### src/rtl/fifo_pkg.sv
// -----------------------------------------------------------------------------
// fifo_pkg
//
// Shared definitions for both sides of the asynchronous FIFO:
//   FIFO_ADDR_WIDTH  default RAM address width (depth = 2**FIFO_ADDR_WIDTH)
//   CODE_W           width of the conversion helpers below
//   bin2gray()       binary -> reflected Gray code
//   gray2bin()       reflected Gray code -> binary
//
// The conversion helpers work on a fixed 32-bit container so that one pair of
// functions serves every pointer width up to 32 bits. Callers zero-extend
// their operand and keep the low bits of the result. This is exact for both
// directions because a zero upper region maps to a zero upper region in
// either code.
// -----------------------------------------------------------------------------
package fifo_pkg;

    localparam int FIFO_ADDR_WIDTH = 4;
    localparam int CODE_W          = 32;

    // Adjacent binary values map to Gray values that differ in one bit.
    function automatic logic [CODE_W-1:0] bin2gray(input logic [CODE_W-1:0] bin);
        return bin ^ (bin >> 1);
    endfunction

    // Each binary bit is the XOR of all Gray bits at or above it.
    function automatic logic [CODE_W-1:0] gray2bin(input logic [CODE_W-1:0] gray);
        logic [CODE_W-1:0] bin;
        bin[CODE_W-1] = gray[CODE_W-1];
        for (int i = CODE_W - 2; i >= 0; i--) begin
            bin[i] = bin[i+1] ^ gray[i];
        end
        return bin;
    endfunction

endpackage

### src/rtl/sync_ff.sv
// -----------------------------------------------------------------------------
// sync_ff
//
// Multi-flop synchronizer for bringing a Gray-coded pointer into another
// clock domain. Only Gray-coded (single-bit-change) buses may pass through
// it, so that any sample is either the old or the new value.
//
// Parameters:
//   WIDTH   bus width
//   STAGES  number of flops in the chain (>= 2)
//
// Ports:
//   clk  in   destination-domain clock
//   rst  in   synchronous active-high reset, clears every stage to 0
//   d    in   WIDTH  bus from the source domain
//   q    out  WIDTH  synchronized bus (output of the last stage)
// -----------------------------------------------------------------------------
module sync_ff #(
    parameter int WIDTH  = 1,
    parameter int STAGES = 2
) (
    input  logic             clk,
    input  logic             rst,
    input  logic [WIDTH-1:0] d,
    output logic [WIDTH-1:0] q
);

    logic [WIDTH-1:0] stage [STAGES];

    always_ff @(posedge clk) begin
        if (rst) begin
            for (int i = 0; i < STAGES; i++) begin
                stage[i] <= '0;
            end
        end else begin
            stage[0] <= d;
            for (int i = 1; i < STAGES; i++) begin
                stage[i] <= stage[i-1];
            end
        end
    end

    assign q = stage[STAGES-1];

endmodule

### src/rtl/wr_ctrl.sv
// -----------------------------------------------------------------------------
// wr_ctrl
//
// Write-side pointer and flag controller of the asynchronous FIFO, living
// entirely in the write clock domain.
//
// Parameters:
//   ADDR_WIDTH   RAM address width, depth = 2**ADDR_WIDTH (>= 2)
//   SYNC_STAGES  flops in the read-pointer synchronizer (>= 2)
//   AF_THRESH    fill level at or above which almost_full asserts
//
// Ports:
//   wr_clk       in   write-domain clock
//   rst          in   synchronous active-high reset
//   wr_en_sys    in   system write request
//   rd_ptr_gray  in   ADDR_WIDTH+1  Gray extended read pointer (read domain, registered)
//   ram_wen      out  RAM write enable (accepted write)
//   wr_ptr_ram   out  ADDR_WIDTH    RAM write address
//   wr_ptr_gray  out  ADDR_WIDTH+1  registered Gray extended write pointer
//   full         out  registered full flag
//   almost_full  out  registered wr_count >= AF_THRESH
//   wr_count     out  ADDR_WIDTH+1  fill estimate 0..2**ADDR_WIDTH
//   overflow     out  sticky: write requested while full, cleared by rst
//
// Handshake: a write is accepted in a cycle exactly when ram_wen is high;
// wr_en_sys is a request, ~full acts as ready, and nothing is accepted while
// rst is high.
// -----------------------------------------------------------------------------
module wr_ctrl
    import fifo_pkg::*;
#(
    parameter int ADDR_WIDTH  = FIFO_ADDR_WIDTH,
    parameter int SYNC_STAGES = 2,
    parameter int AF_THRESH   = (1 << ADDR_WIDTH) - 4
) (
    input  logic                  wr_clk,
    input  logic                  rst,
    input  logic                  wr_en_sys,
    input  logic [ADDR_WIDTH:0]   rd_ptr_gray,
    output logic                  ram_wen,
    output logic [ADDR_WIDTH-1:0] wr_ptr_ram,
    output logic [ADDR_WIDTH:0]   wr_ptr_gray,
    output logic                  full,
    output logic                  almost_full,
    output logic [ADDR_WIDTH:0]   wr_count,
    output logic                  overflow
);

    localparam int AW = ADDR_WIDTH;
    localparam int PW = ADDR_WIDTH + 1;   // extended pointer width (wrap bit on top)

    logic [PW-1:0]     wr_bin;
    logic [PW-1:0]     wr_bin_next;
    logic [PW-1:0]     wr_gray_next;
    logic [PW-1:0]     rd_gray_sync;
    logic [PW-1:0]     rd_bin_sync;
    logic [PW-1:0]     full_match;
    logic [PW-1:0]     count_next;
    logic [CODE_W-1:0] wr_gray_next_w;
    logic [CODE_W-1:0] rd_bin_sync_w;
    logic              unused_hi;

    // ---------------------------------------------------------------------
    // Accept rule. Gating with rst keeps the RAM untouched while the
    // controller is being reset, even if the system keeps requesting.
    // ---------------------------------------------------------------------
    assign ram_wen    = wr_en_sys & ~full & ~rst;
    assign wr_ptr_ram = wr_bin[AW-1:0];

    // Natural PW-bit overflow provides the modulo-2**(AW+1) wrap.
    assign wr_bin_next = wr_bin + {{AW{1'b0}}, ram_wen};

    assign wr_gray_next_w = bin2gray({{(CODE_W-PW){1'b0}}, wr_bin_next});
    assign wr_gray_next   = wr_gray_next_w[PW-1:0];

    // ---------------------------------------------------------------------
    // Read pointer crossing into the write domain.
    // ---------------------------------------------------------------------
    sync_ff #(
        .WIDTH  (PW),
        .STAGES (SYNC_STAGES)
    ) u_rd_sync (
        .clk (wr_clk),
        .rst (rst),
        .d   (rd_ptr_gray),
        .q   (rd_gray_sync)
    );

    assign rd_bin_sync_w = gray2bin({{(CODE_W-PW){1'b0}}, rd_gray_sync});
    assign rd_bin_sync   = rd_bin_sync_w[PW-1:0];

    // Upper container bits are always zero; fold them away.
    assign unused_hi = ^{wr_gray_next_w[CODE_W-1:PW], rd_bin_sync_w[CODE_W-1:PW]};

    // In Gray code, "write pointer is exactly one full lap ahead of the read
    // pointer" shows up as the top two bits inverted and the rest equal.
    assign full_match = {~rd_gray_sync[AW:AW-1], rd_gray_sync[AW-2:0]};

    // Occupancy as seen from the write side. Because the read pointer is
    // stale by the synchronizer latency, this only ever over-estimates.
    assign count_next = wr_bin_next - rd_bin_sync;

    // ---------------------------------------------------------------------
    // State. Flags are computed from the post-write pointer so that the
    // write that fills the FIFO raises full on its own edge.
    // ---------------------------------------------------------------------
    always_ff @(posedge wr_clk) begin
        if (rst) begin
            wr_bin      <= '0;
            wr_ptr_gray <= '0;
            full        <= 1'b0;
            almost_full <= 1'b0;
            wr_count    <= '0;
            overflow    <= 1'b0;
        end else begin
            wr_bin      <= wr_bin_next;
            wr_ptr_gray <= wr_gray_next;
            full        <= (wr_gray_next == full_match);
            almost_full <= (int'(count_next) >= AF_THRESH);
            wr_count    <= count_next;
            overflow    <= overflow | (wr_en_sys & full);
        end
    end

endmodule

### config.mk
export PLATFORM = sky130hd
export DESIGN_NAME = wr_ctrl
export DESIGN_NICKNAME = d
export VERILOG_FILES = /design/src/rtl/fifo_pkg.sv /design/src/rtl/sync_ff.sv /design/src/rtl/wr_ctrl.sv
export SDC_FILE = /design/constraint.sdc
export NUM_CORES = 1
export LEC_CHECK = 0
export CELL_PAD_IN_SITES_DETAIL_PLACEMENT = 1
export CELL_PAD_IN_SITES_GLOBAL_PLACEMENT = 1
export CORE_MARGIN = 2
export CORE_UTILIZATION = 25
export CTS_CLUSTER_DIAMETER = 40
export DETAILED_ROUTE_END_ITERATION = 8
export PLACE_DENSITY_LB_ADDON = 0.05
export SLEW_MARGIN = 30
export SYNTH_ARGS = -nofsm -noshare
export SYNTH_HDL_FRONTEND = slang
export SYNTH_HIERARCHICAL = 1
export SYNTH_SLANG_ARGS = --single-unit
### constraint.sdc
create_clock -name wr_clk -period 7.8 [get_ports wr_clk]
set_clock_uncertainty 0.2 [all_clocks]
set_input_delay 1.56 -clock wr_clk [delete_from_list [all_inputs] [get_ports wr_clk]]
set_output_delay 1.56 -clock wr_clk [all_outputs]
set_load 0.05 [all_outputs]
# Word-level counts from Yosys, hierarchy flattened
# Memory sizes are Yosys's and may differ from the RTL's.
# Index checks and enable logic that the tools add are counted.
# Widths: inputs -> output; s select.
word_totals:
  register_bits: 18
  ramBits: 10
  input_bits: 8
  word_cells: 30
  memories: 1
classes:
  add_sub_neg: 2
  n_lt_le_gt_ge: 1
  eq_ne: 1
  mux: 5
  bitwise: 14
memory_table:
  columns: ["name", "depth", "word_bits", "rd", "rd_clocked_by_memory_dff", "wr", "line_no", "rtl"]
  rows:
  - ["u_rd_sync.stage", 2, 5, 2, 0, 2, "sync_ff.sv:28", "logic [WIDTH-1:0] stage [STAGES];"]
ops:
  columns: ["cell", "count"]
  rows:
  - ["$mux 5", 2]
  - ["$add 5x1->5", 1]
  - ["$eq 5x5->1", 1]
  - ["$ge 5x4->1 const B", 1]
  - ["$sub 5x5->5", 1]
  - ["$xor 5x4->5", 1]
  - ["$xor 1x1->1", 4]
  - ["$and 1x1->1", 3]
  - ["$mux 1", 3]
  - ["$or 1x1->1", 3]
  - ["$not 1->1", 2]
  - ["$not 2->2", 1]

# Depth between registers and ports, before layout
# An unclocked memory read counts as a cell.
depth:
  depth_word: 7
  mapped_depth: 12
  ltp_nobuf: 11

# Modules after synthesis
# Netlist, hierarchy kept.
modules_own_cells:
  columns: ["module", "n_inst", "cells_per_inst", "area_each_um2"]
  rows:
  - ["wr_ctrl", 1, 101, 947.2]
  - ["sync_ff", 1, 25, 300.3]

# Worst setup path before layout
# OpenSTA, ideal clock, no wires.
synth_timing:
  kind: "input to register"
  start: "in rst"
  end: "reg full"
  setup_time_ps: 66
  arrival_time_ps: 4844
  required_ps: 7534
  slack_ps: 2690
  path_stages: 10
  n_path_buf: 2
  cell_sequence: "clkbuf_1 > nor3b_1 > ha_1 > ha_1 > buf_4 > xor2_4 > xor2_1 > or3_1 > a2111o_1 > a21oi_2"
synth_via:
  elab_chain_cells: 5
synth_rtl:
  columns: ["element", "line_no", "rtl"]
  rows:
  - ["from (decl)", "wr_ctrl.sv:37", "input logic rst,"]
  - ["$not 1->1", "wr_ctrl.sv:67", "assign ram_wen = wr_en_sys & ~full & ~rst;"]
  - ["$and 1x1->1", "wr_ctrl.sv:67", null]
  - ["named net ram_wen", "wr_ctrl.sv:40", "output logic ram_wen,"]
  - ["$add 5x1->5", "wr_ctrl.sv:71", "assign wr_bin_next = wr_bin + {{AW{1'b0}}, ram_wen};"]
  - ["named net wr_bin_next[2]", "wr_ctrl.sv:53", "logic [PW-1:0] wr_bin_next;"]
  - ["$xor 5x4->5", "fifo_pkg.sv:23", "return bin ^ (bin >> 1);"]
  - ["$eq 5x5->1", "wr_ctrl.sv:118", "full <= (wr_gray_next == full_match);"]
  - ["to (signal assigned)", "wr_ctrl.sv:118", null]
  - ["to (decl)", "wr_ctrl.sv:43", "output logic full,"]
# The timed path passes the listed nets, and every way through them passes these cells.
# A chain may end at the register's enable or synchronous reset.

# Final worst setup path
layout_timing:
  start: "in rst"
  end: "out ram_wen"
layout_via:
  elab_chain_cells: 2
layout_rtl:
  columns: ["element", "line_no"]
  rows:
  - ["$not 1->1", "wr_ctrl.sv:67"]
  - ["$and 1x1->1", "wr_ctrl.sv:67"]
  - ["to (decl)", "wr_ctrl.sv:40"]
# Every way passes these cells.

==> reports/results.ini <==
[grt]
grt_usage_pct=9.98
grt_first_pass_wirelength_um=4260
grt_pass1_vias=893
grt-ovfl-total=0
grt_max_degree=29
antenna_found_initial=0

[logic_synthesis]
ys_ff_latch=27
synth_cells=126
synth.most_common_cell=dfxtp_1
synth.distinct_cells=32
synth_top_area_share_pct=43.3
syn_avg_cell_area_um2=9.90
synth_commonest_cells=dfxtp_1 (27), nor2_1 (14), nor2b_1 (12)
synth.area.top_cells=dfxtp_1 (43%), ha_1 (7.0%), xor2_1 (7.0%)
ys.flop_type=dfxtp_1
syn_nets=142
synthArstFlopShare_pct=0
synth_edf_count=0
ys_warn_count=6
ys_seq_area_share_pct=43.3
yosys.area.top_type=dfxtp_1
synth_area_um2=1250

[floorplanning]
die_x_um=74.6
ios=26
initial_core_util_pct=26.2
num_rows=25
die_area_um2=5570
core_um2=4750
die_h_um=74.6

[clocking]
cts_tree=yes
root_buffer=clkbuf_8
cts_buffer_depth=2
cts-resized-gates=0
cts-buffers-inserted=3
htreeDepth=1
post_cts_buffers=0
cts.sinks=27
cts_hold_buf=0
clk_latency_ps=260
clk_pin_slew_worst_paths_ps=90

[routing]
wl_met2_um=1020
wl_met1_um=1200
viasPerCell=3.93
wire_per_inst_um=11.0
drc=0
ant_nets=0
drtIter0Drc=27
drt-pass1-iter-count=2
totalWireLength_um=2350
wl_met3_um=119
via_count=838
top_layer=met4

[critical_path]
crit_path_cell_trace=clkdlybuf4s50_1 -> buf_4 -> nor3b_1 -> clkdlybuf4s50_1
slowest_stage=clkdlybuf4s50_1
critical_path_class=input port to output pin
start_kind=input port
cp_max_fo=28
cp_data_arrival_time_ps=3350
cpMostUsedCell=clkdlybuf4s50_1
cp_top_family=buffers and inverters
end_kind=output pin
critical_path.max_stage_delay_ps=860
worstPathRequired_ps=6040
worstPathBufferInverterCount=3

[timing]
period_needed_ps=5110
maxSlewViolCount=0
worst_pin_slew_ps=629
max_freq_mhz=196
setup_tns_ps=0
rsz0062_at_grt=false
hold_ws_ps=245
finalSetupViolCount=0
slew_headroom_pct=57.7
setup_ws_ps=2690
hold_viol_final=0
timing.final.crit_share_pct=65.5

[status]
outcome=complete, no violations

[placement]
dp_hpwl_um=1800
pre_cts_slack_ps=2670
io_buffers=25
dpl_cell_area_um2=1520
place_congestion=0.719

[power_and_ir_drop]
p_leak_nw=0.624
p_total_uw=317
p_per_area_nw_per_um2=203
vdd_drop_max_mv=0.0782

[final_layout]
syn_to_final_growth_pct=25.5
drive_gt1_share_pct=4.79
num_antenna_cells=0
final_area_um2=1570
nets=163

[job]
maxCapViolations=0

[worst_hold_path]
hold_class=register to register

## placed cells by master (no fill, tap or decap), drive strengths merged
| cell | netlist | final |
|---|---|---|
| a21o | 2 | 2 |
| or3 | 1 | 1 |
| ha | 7 | 7 |
| nor3 | 1 | 1 |
| nand3 | 3 | 3 |
| nor2 | 14 | 14 |
| dfxtp | 27 | 27 |
| a41o | 1 | 1 |
| nand2 | 4 | 4 |
| o211ai | 2 | 2 |
| nor4 | 1 | 1 |
| a31oi | 1 | 1 |
| clkdlybuf4s50 | 0 | 25 |
| o32ai | 1 | 1 |
| inv | 7 | 7 |
| clkbuf | 1 | 4 |
| a2111o | 1 | 1 |
| o21ai | 1 | 1 |
| a21oi | 5 | 5 |
| a21bo | 1 | 1 |
| xnor2 | 9 | 9 |
| fa | 1 | 1 |
| a211o | 1 | 1 |
| o2bb2ai | 1 | 1 |
| buf | 9 | 1 |
| nor2b | 12 | 12 |
| nor3b | 1 | 1 |
| xor2 | 11 | 11 |
## where the power goes
group / internal (mW) / total, mW / switching (mW) / leakage, nW
clock network: 0.0365 / 0.0767 / 0.0402 / 0.0228
logic: 0.0347 / 0.0887 / 0.0540 / 0.379
registers: 0.148 / 0.152 / 0.00338 / 0.222
total: 0.220 / 0.317 / 0.0976 / 0.624
## state kept, by name (all words and copies together), names as in the netlist
register / count
u_rd_sync/stage: 10
wr_count: 5
wr_ptr_gray: 5
wr_bin: 4
almost_full: 1
full: 1
overflow: 1
## final cells by class
cell class                      count  area [um2]
Tap cell                           67        83.8
Inverter                            7        26.3
Timing Repair Buffer               26         258
Clock buffer                        4        45.0
Multi-Input combinational cell     82         612
Fill cell                         567        3190
Sequential cell                    27         541
## worst paths after layout
kind | end | cells past startpoint | startpoint | slack [ps]
min | u_rd_sync/stage[0][8]$_SDFF_PP0_ | 1 | u_rd_sync/stage[0][3]$_SDFF_PP0_ | 250
min reg2reg | u_rd_sync/stage[0][8]$_SDFF_PP0_ | 1 | u_rd_sync/stage[0][3]$_SDFF_PP0_ | 250
max | ram_wen | 4 | rst | 2690
max reg2reg | full$_SDFF_PP0_ | 8 | full$_SDFF_PP0_ | 4940
## per-stage QoR
stage,utilization [%],cells
final,32.9,213
after global routing,32.9,213
after CTS,32.9,213
after detailed placement,32.0,209
after global placement,32.0,209
after floorplan,-,126
## routing by layer
metal,vias to the layer above,global-route usage (%)
met1,376,13.5
met2,19,14.6
met3,2,3.61
met5,-,0
met4,0,3.97
li1,441,-
## logic make-up (layout without fill, tap and decap cells)
kind of cell	after synthesis	in the layout	share of synthesized area, %
adders and majority gates	8	8	8.63
DFF	27	27	43.3
AOI/OAI and AO/OA	17	17	10.2
and+or+nand+nor	37	37	14.6
buffers and inverters	17	37	7.62
xor gates and xnor gates	20	20	15.5
## worst reg2reg max path: stages (launching register included)
cell and delay (ps):
dfxtp_1 330, nor3b_1 260, ha_1 280, ha_1 420, xor2_4 290, xor2_1 120
or3_1 360, a2111o_1 430, a21oi_2 110
No activity file was read; power rests on OpenSTA's default activity.
